`src/rtl/fpu_addsub_arbiter.sv`:
```
// Round-robin arbiter that shares one combinational single-precision adder/subtractor
// among NUM_REQ requesters, with a one-entry result register. Optional statistics: FPU_ARB_STATS_EN.
module fpu_addsub_arbiter #(
  parameter int NUM_REQ   = 4,
  parameter int SIZE_DATA = 32,
  parameter int CNT_W     = 16
) (
  input  logic                           i_clk,
  input  logic                           i_rst,
  input  logic [NUM_REQ-1:0]             i_req_valid,
  output logic [NUM_REQ-1:0]             o_req_ready,
  input  logic [NUM_REQ-1:0]             i_req_add_sub,
  input  logic [NUM_REQ*SIZE_DATA-1:0]   i_req_32_a,
  input  logic [NUM_REQ*SIZE_DATA-1:0]   i_req_32_b,
  output logic                           o_rsp_valid,
  input  logic                           i_rsp_ready,
  output logic [$clog2(NUM_REQ)-1:0]     o_rsp_id,
  output logic [SIZE_DATA-1:0]           o_rsp_32_s,
  output logic [CNT_W-1:0]               o_op_cnt,
  output logic [CNT_W-1:0]               o_stall_cnt
);

  localparam int ID_W = $clog2(NUM_REQ);

  typedef enum logic {EMPTY = 1'b0, FULL = 1'b1} state_t;

  state_t               state_r;
  logic [ID_W-1:0]      rr_ptr_r;
  logic [ID_W-1:0]      grant_idx_s;
  logic [ID_W-1:0]      next_ptr_s;
  logic [ID_W:0]        cand_s;
  logic                 grant_found_s;
  logic                 can_accept_s;
  logic                 transfer_s;
  logic [NUM_REQ-1:0]   grant_s;
  logic                 fpu_op_s;
  logic [SIZE_DATA-1:0] fpu_a_s;
  logic [SIZE_DATA-1:0] fpu_b_s;
  logic [SIZE_DATA-1:0] fpu_s_s;

  // Round-robin search: first valid requester at or after rr_ptr, wrapping modulo NUM_REQ.
  always_comb begin
    grant_found_s = 1'b0;
    grant_idx_s   = {ID_W{1'b0}};
    cand_s        = {(ID_W+1){1'b0}};
    for (int i = 0; i < NUM_REQ; i++) begin
      cand_s = {1'b0, rr_ptr_r} + (ID_W+1)'(i);
      if (cand_s >= (ID_W+1)'(NUM_REQ)) begin
        cand_s = cand_s - (ID_W+1)'(NUM_REQ);
      end else begin
        cand_s = cand_s;
      end
      if (!grant_found_s && i_req_valid[cand_s[ID_W-1:0]]) begin
        grant_found_s = 1'b1;
        grant_idx_s   = cand_s[ID_W-1:0];
      end else begin
        grant_found_s = grant_found_s;
      end
    end
  end

  // Handshake and datapath selection for the granted requester.
  always_comb begin
    if (grant_found_s) begin
      grant_s = NUM_REQ'(1) << grant_idx_s;
    end else begin
      grant_s = {NUM_REQ{1'b0}};
    end
    if (grant_idx_s == ID_W'(NUM_REQ - 1)) begin
      next_ptr_s = {ID_W{1'b0}};
    end else begin
      next_ptr_s = grant_idx_s + ID_W'(1);
    end
    can_accept_s = (state_r == EMPTY) || i_rsp_ready;
    transfer_s   = grant_found_s && can_accept_s && !i_rst;
    o_req_ready  = grant_s & {NUM_REQ{can_accept_s && !i_rst}};
    fpu_op_s     = i_req_add_sub[grant_idx_s];
    fpu_a_s      = i_req_32_a[grant_idx_s*SIZE_DATA +: SIZE_DATA];
    fpu_b_s      = i_req_32_b[grant_idx_s*SIZE_DATA +: SIZE_DATA];
  end

  FPU_add_sub #(
    .NUM_OP    (1),
    .SIZE_DATA (SIZE_DATA)
  ) u_fpu (
    .i_add_sub (fpu_op_s),
    .i_a       (fpu_a_s),
    .i_b       (fpu_b_s),
    .o_s       (fpu_s_s)
  );

  // Result-register FSM; a refill while draining keeps the register FULL with no bubble.
  always_ff @(posedge i_clk) begin
    if (i_rst) begin
      state_r     <= EMPTY;
      rr_ptr_r    <= {ID_W{1'b0}};
      o_rsp_valid <= 1'b0;
      o_rsp_id    <= {ID_W{1'b0}};
      o_rsp_32_s  <= {SIZE_DATA{1'b0}};
    end else begin
      if (transfer_s) begin
        rr_ptr_r   <= next_ptr_s;
        o_rsp_id   <= grant_idx_s;
        o_rsp_32_s <= fpu_s_s;
      end
      case (state_r)
        EMPTY: begin
          if (transfer_s) begin
            state_r     <= FULL;
            o_rsp_valid <= 1'b1;
          end
        end
        FULL: begin
          if (i_rsp_ready && !transfer_s) begin
            state_r     <= EMPTY;
            o_rsp_valid <= 1'b0;
          end
        end
        default: begin
          state_r     <= EMPTY;
          o_rsp_valid <= 1'b0;
        end
      endcase
    end
  end

`ifdef FPU_ARB_STATS_EN
  logic [CNT_W-1:0] op_cnt_r;
  logic [CNT_W-1:0] stall_cnt_r;

  // Accepted-operation and stalled-request counters, wrapping naturally.
  always_ff @(posedge i_clk) begin
    if (i_rst) begin
      op_cnt_r    <= {CNT_W{1'b0}};
      stall_cnt_r <= {CNT_W{1'b0}};
    end else begin
      if (transfer_s) begin
        op_cnt_r <= op_cnt_r + CNT_W'(1);
      end
      if ((|i_req_valid) && !transfer_s) begin
        stall_cnt_r <= stall_cnt_r + CNT_W'(1);
      end
    end
  end

  assign o_op_cnt    = op_cnt_r;
  assign o_stall_cnt = stall_cnt_r;
`else
  assign o_op_cnt    = {CNT_W{1'b0}};
  assign o_stall_cnt = {CNT_W{1'b0}};
`endif

endmodule

// Combinational IEEE-754 single-precision add/subtract, NUM_OP independent lanes,
// round-to-nearest-even, subnormals supported, any NaN input yields the canonical quiet NaN.
module FPU_add_sub #(
  parameter int NUM_OP    = 1,
  parameter int SIZE_DATA = 32
) (
  input  logic [NUM_OP-1:0]           i_add_sub,
  input  logic [NUM_OP*SIZE_DATA-1:0] i_a,
  input  logic [NUM_OP*SIZE_DATA-1:0] i_b,
  output logic [NUM_OP*SIZE_DATA-1:0] o_s
);

  function automatic logic [31:0] fp_add(input logic [31:0] a, input logic [31:0] b);
    logic [31:0] res, x, y;
    logic [7:0]  ex, ey, d;
    logic [26:0] mx, my, mys, norm;
    logic [27:0] sum;
    logic [9:0]  e, sh;
    logic [4:0]  lz;
    logic [24:0] m;
    logic        found, up;
    logic        a_nan, b_nan, a_inf, b_inf;
    res = 32'h7FC0_0000;
    x = a; y = b; ex = 8'h00; ey = 8'h00; d = 8'h00;
    mx = 27'h0; my = 27'h0; mys = 27'h0; norm = 27'h0; sum = 28'h0;
    e = 10'h0; sh = 10'h0; lz = 5'h0; m = 25'h0; found = 1'b0; up = 1'b0;
    a_nan = (a[30:23] == 8'hFF) && (a[22:0] != 23'h0);
    b_nan = (b[30:23] == 8'hFF) && (b[22:0] != 23'h0);
    a_inf = (a[30:23] == 8'hFF) && (a[22:0] == 23'h0);
    b_inf = (b[30:23] == 8'hFF) && (b[22:0] == 23'h0);
    if (a_nan || b_nan) begin
      res = 32'h7FC0_0000;
    end else if (a_inf && b_inf) begin
      res = (a[31] == b[31]) ? a : 32'h7FC0_0000;
    end else if (a_inf) begin
      res = a;
    end else if (b_inf) begin
      res = b;
    end else begin
      // x is the larger magnitude, so the alignment shift and the difference are non-negative.
      if (a[30:0] >= b[30:0]) begin
        x = a; y = b;
      end else begin
        x = b; y = a;
      end
      ex = (x[30:23] == 8'h00) ? 8'h01 : x[30:23];
      ey = (y[30:23] == 8'h00) ? 8'h01 : y[30:23];
      mx = {(x[30:23] != 8'h00), x[22:0], 3'b000};
      my = {(y[30:23] != 8'h00), y[22:0], 3'b000};
      d  = ex - ey;
      if (d >= 8'd27) begin
        mys = {26'h0, |my};
      end else begin
        mys = (my >> d) | {26'h0, |(my & ((27'h1 << d) - 27'h1))};
      end
      e = {2'b00, ex};
      if (x[31] == y[31]) begin
        sum = {1'b0, mx} + {1'b0, mys};
        if (sum[27]) begin
          norm = {sum[27:2], sum[1] | sum[0]};
          e    = e + 10'd1;
        end else begin
          norm = sum[26:0];
        end
      end else begin
        sum  = {1'b0, mx} - {1'b0, mys};
        norm = sum[26:0];
        for (int i = 26; i >= 0; i--) begin
          if (!found) begin
            if (norm[i]) begin
              found = 1'b1;
            end else begin
              lz = lz + 5'd1;
            end
          end else begin
            found = found;
          end
        end
        // Normalisation stops at the minimum exponent, leaving a subnormal.
        sh   = ((e - 10'd1) < {5'b00000, lz}) ? (e - 10'd1) : {5'b00000, lz};
        norm = norm << sh;
        e    = e - sh;
      end
      up = norm[2] && (norm[1] || norm[0] || norm[3]);
      m  = {1'b0, norm[26:3]} + {24'h0, up};
      if (m[24]) begin
        m = m >> 1;
        e = e + 10'd1;
      end else begin
        m = m;
      end
      if ((norm == 27'h0) && (x[31] != y[31])) begin
        res = 32'h0000_0000;
      end else if (e >= 10'd255) begin
        res = {x[31], 8'hFF, 23'h0};
      end else begin
        res = {x[31], (m[23] ? e[7:0] : 8'h00), m[22:0]};
      end
    end
    return res;
  endfunction

  for (genvar g = 0; g < NUM_OP; g++) begin : g_lane
    logic [31:0] b_eff;
    assign b_eff = {i_b[g*SIZE_DATA+31] ^ i_add_sub[g], i_b[g*SIZE_DATA +: 31]};
    assign o_s[g*SIZE_DATA +: SIZE_DATA] = fp_add(i_a[g*SIZE_DATA +: SIZE_DATA], b_eff);
  end

endmodule

```
`config.mk`:
```
export PLATFORM = sky130hd
export DESIGN_NAME = fpu_addsub_arbiter
export DESIGN_NICKNAME = d
export VERILOG_FILES = /design/src/rtl/fpu_addsub_arbiter.sv
export SDC_FILE = /design/constraint.sdc
export NUM_CORES = 1
export LEC_CHECK = 0
export ABC_AREA = 1
export CORE_MARGIN = 2
export CORE_UTILIZATION = 47
export CTS_CLUSTER_DIAMETER = 150
export DETAILED_ROUTE_END_ITERATION = 8
export MAX_ROUTING_LAYER = met4
export PLACE_DENSITY = 0.73
export REMOVE_ABC_BUFFERS = 1
export SLEW_MARGIN = 20
export SYNTH_ARGS = -nofsm -noshare
export SYNTH_HDL_FRONTEND = slang
export SYNTH_SLANG_ARGS = --single-unit
export TNS_END_PERCENT = 100
```
`constraint.sdc`:
```
create_clock -name i_clk -period 33.6 [get_ports i_clk]
set_input_delay 6.72 -clock i_clk [delete_from_list [all_inputs] [get_ports i_clk]]
set_output_delay 6.72 -clock i_clk [all_outputs]
set_load 0.03 [all_outputs]
```
==> flow_summary.json <==
{
  "outcome": "finished clean",
  "syn2layout_area_growth_pct": 18.3,
  "synth-seq-cells": 38,
  "grt-ovfl-total": 0,
  "remaining_drc_errors": 0,
  "slowest_stage": "a21boi_4",
  "worstSkewPairLatency_ns": 0.29,
  "antenna_found_initial": 0,
  "gp_congestion": 1.04,
  "final.min_clock_period_ns": 31.23,
  "yosysTopAreaCellShare": 0.229,
  "async_flop_share": 0,
  "core_um2": 39500,
  "fin_cells": 4236,
  "syn_area_um2": 18700,
  "period_share": 0.929,
  "io_buffer_count": 305,
  "hold_start": "o_rsp_32_s[14]$_SDFFE_PP0P_",
  "slew_headroom": 0.386,
  "ys_seq_area_frac": 0.0406,
  "synth_edf_count": 0,
  "ctsHoldBuffers": 0,
  "tightest_slew_ns": 0.915,
  "row_count": 73,
  "hp-class": "flip-flop to flip-flop",
  "cts_tree": "built",
  "layout-drive-gt1-share": 0.0741,
  "maxSlewViolCount": 0,
  "design_area_um2": 22200,
  "die_y_um": 204,
  "regToRegSetupSlack_ns": 8.44,
  "wl_per_cell_um": 15.2,
  "worstPathRequired_ns": 33.82,
  "setup.worst_path.start_class": "input port",
  "vias": 23100,
  "drt-vias-per-instance": 5.45,
  "pre_cts_slack_ns": -0.153,
  "ant_nets": 0,
  "root_buffer": "clkbuf_16",
  "die_x_um": 204,
  "critical_path_arrival_ns": 31.44,
  "dp_hpwl_mm": 51.9,
  "synthCells": 3496,
  "initial_core_util": 0.474,
  "first_global_vias": 21100,
  "slowest_delay_ns": 0.49,
  "r2r_end": "o_rsp_32_s[11]$_SDFFE_PP0P_",
  "utilization": 0.560,
  "setup_violations": 0,
  "grt_start_max_net_pins": 132,
  "io_pins": 338,
  "ys.flop_type": "dfxtp_1",
  "wirelength_mm": 64.3,
  "setup_slack_ns": 2.37,
  "holdPathEnd": "o_rsp_32_s[14]$_SDFFE_PP0P_",
  "worstSetupEndpointType": "flip-flop",
  "first_pass_iters": 6,
  "fin_nets": 4109,
  "clock_skew_ns": 0.00661,
  "path_clk_slew_ns": 0.06,
  "avgSynthCellArea_um2": 5.36,
  "maxCapViolCount": 0,
  "dieArea_um2": 41500,
  "synth.largest_area_cell": "nand2_1",
  "ys.warnings.count": 0,
  "diodes": 0,
  "cts_buffers": 5,
  "fmax_mhz": 32.0,
  "place_area_um2": 21600,
  "track_usage": 0.302,
  "reg2reg_depth": 159,
  "clock_path_buffers": 2,
  "reg2reg_from": "rr_ptr_r[0]$_SDFFE_PP0P_",
  "synthTopCellsByArea": "nand2_1 (23%), nand3_1 (11%), inv_1 (9.1%)",
  "crit_fanout": 80,
  "dp.cells": 4208,
  "fillers": 4235,
  "clock_sinks": 38,
  "drtIter0Drc": 1803,
  "hold_viol": 0,
  "crit_type": "input port to flip-flop",
  "grt_pass1_wl_mm": 102,
  "hold_depth": 2,
  "yosysUniqueCellTypes": 74,
  "htree_levels": 2,
  "crit_top_cell": "nand2_1"
}
## critical path, delay by kind of cell
kind / cells / cell delay (ns)
buffers and inverters: 32 / 4.09
adder cells (fa/ha/maj): 20 / 5.64
AO/OA/AOI/OAI: 24 / 4.59
AND/OR/NAND/NOR: 82 / 10.07
XOR/XNOR: 1 / 0.24
## routing by layer
layer	routed length, um	vias to the layer above	track usage
li1	-	11800	-
met1	27800	10300	0.387
met2	30300	852	0.509
met3	3860	140	0.0203
met4	2320	0	0.0912
met5	0	-	-
## through the flow
stage	hold WS (ns)	setup TNS, ns
floorplan	0.444	0
global placement	0.456	0
detailed placement	0.458	-2.68
CTS	0.467	0
global route	0.486	-1.03
finish	0.465	0
## cell usage in the layout (no fill, tap or decap), types with 33 or more instances in the layout
cell type        synthesis  routed
nand2_1               1141    1141
inv_1                  455     454
nand3_1                407     407
clkdlybuf4s50_1          0     305
nor2_1                 225     224
a21oi_1                160     160
ha_1                   129     129
nand4_1                103     103
o21ai_0                107     102
xor2_1                  75      74
a32oi_1                 58      53
or2_2                   46      46
dfxtp_1                 38      38
buf_4                   57      35
inv_2                   36      34
conb_1                   2      33
## cell families after synthesis
logic type | after synthesis | synth area share
AND/OR/NAND/NOR | 2098 | 0.512
buffers and inverters | 682 | 0.165
AO/OA/AOI/OAI | 456 | 0.151
adder cells (fa/ha/maj) | 132 | 0.0894
XOR/XNOR | 86 | 0.0406
flip-flops | 38 | 0.0406
other | 2 | 0.000401
multiplexers | 2 | 0.00107
## final cells by class
| cell class | instances | area, um2 | area share |
|---|---|---|---|
| clock inverter | 2 | 12.5 | 0.000565 |
| timing repair buffer | 347 | 3470 | 0.157 |
| multi-input combinational | 2811 | 15200 | 0.685 |
| inverter | 507 | 1930 | 0.0872 |
| clock buffer | 6 | 139 | 0.00627 |
| sequential | 38 | 761 | 0.0343 |
| tap | 525 | 657 | 0.0296 |
## sequential cells by signal, summed over array words and instances, names as in the netlist
register and cells:
o_rsp_id 2, o_rsp_valid 1, o_rsp_32_s 32, state_r 1
rr_ptr_r 2
## worst max path at each step
stage,to,slack [ns],from,depth (start not counted)
floorplan,o_rsp_32_s[22]$_SDFFE_PP0P_,1.17,i_req_valid[3],157
global placement,o_rsp_32_s[21]$_SDFFE_PP0P_,0.59,i_req_valid[3],163
detailed placement,o_rsp_32_s[11]$_SDFFE_PP0P_,-0.15,i_req_valid[3],163
CTS,o_rsp_32_s[22]$_SDFFE_PP0P_,0.07,i_req_valid[3],164
global route,o_rsp_32_s[11]$_SDFFE_PP0P_,-0.1,i_req_valid[2],167
finish,o_rsp_32_s[11]$_SDFFE_PP0P_,2.37,i_req_valid[3],159
## synthesized netlist by cell type, types with 17 or more instances
master    count
nand3_1     407
nand3b_1     17
a32oi_1      58
a21oi_1     160
nor3_1       32
or2_2        46
ha_1        129
xor2_1       75
nand2_2      27
dfxtp_1      38
o21ai_0     107
o21ai_1      23
buf_4        57
nor2_1      225
nand4_1     103
nand3_2      17
o211ai_1     21
clkbuf_1     53
inv_2        36
nand2_1    1141
buf_6        30
inv_1       455
## timing repair
action / in CTS / in global routing
setup buffers: 0 / 14
setup endpoints to repair: 0 / 32
resized for setup: 0 / 41
Power is not shown: default switching activity piles up to over one toggle a cycle in this logic, so the estimate is an artifact.
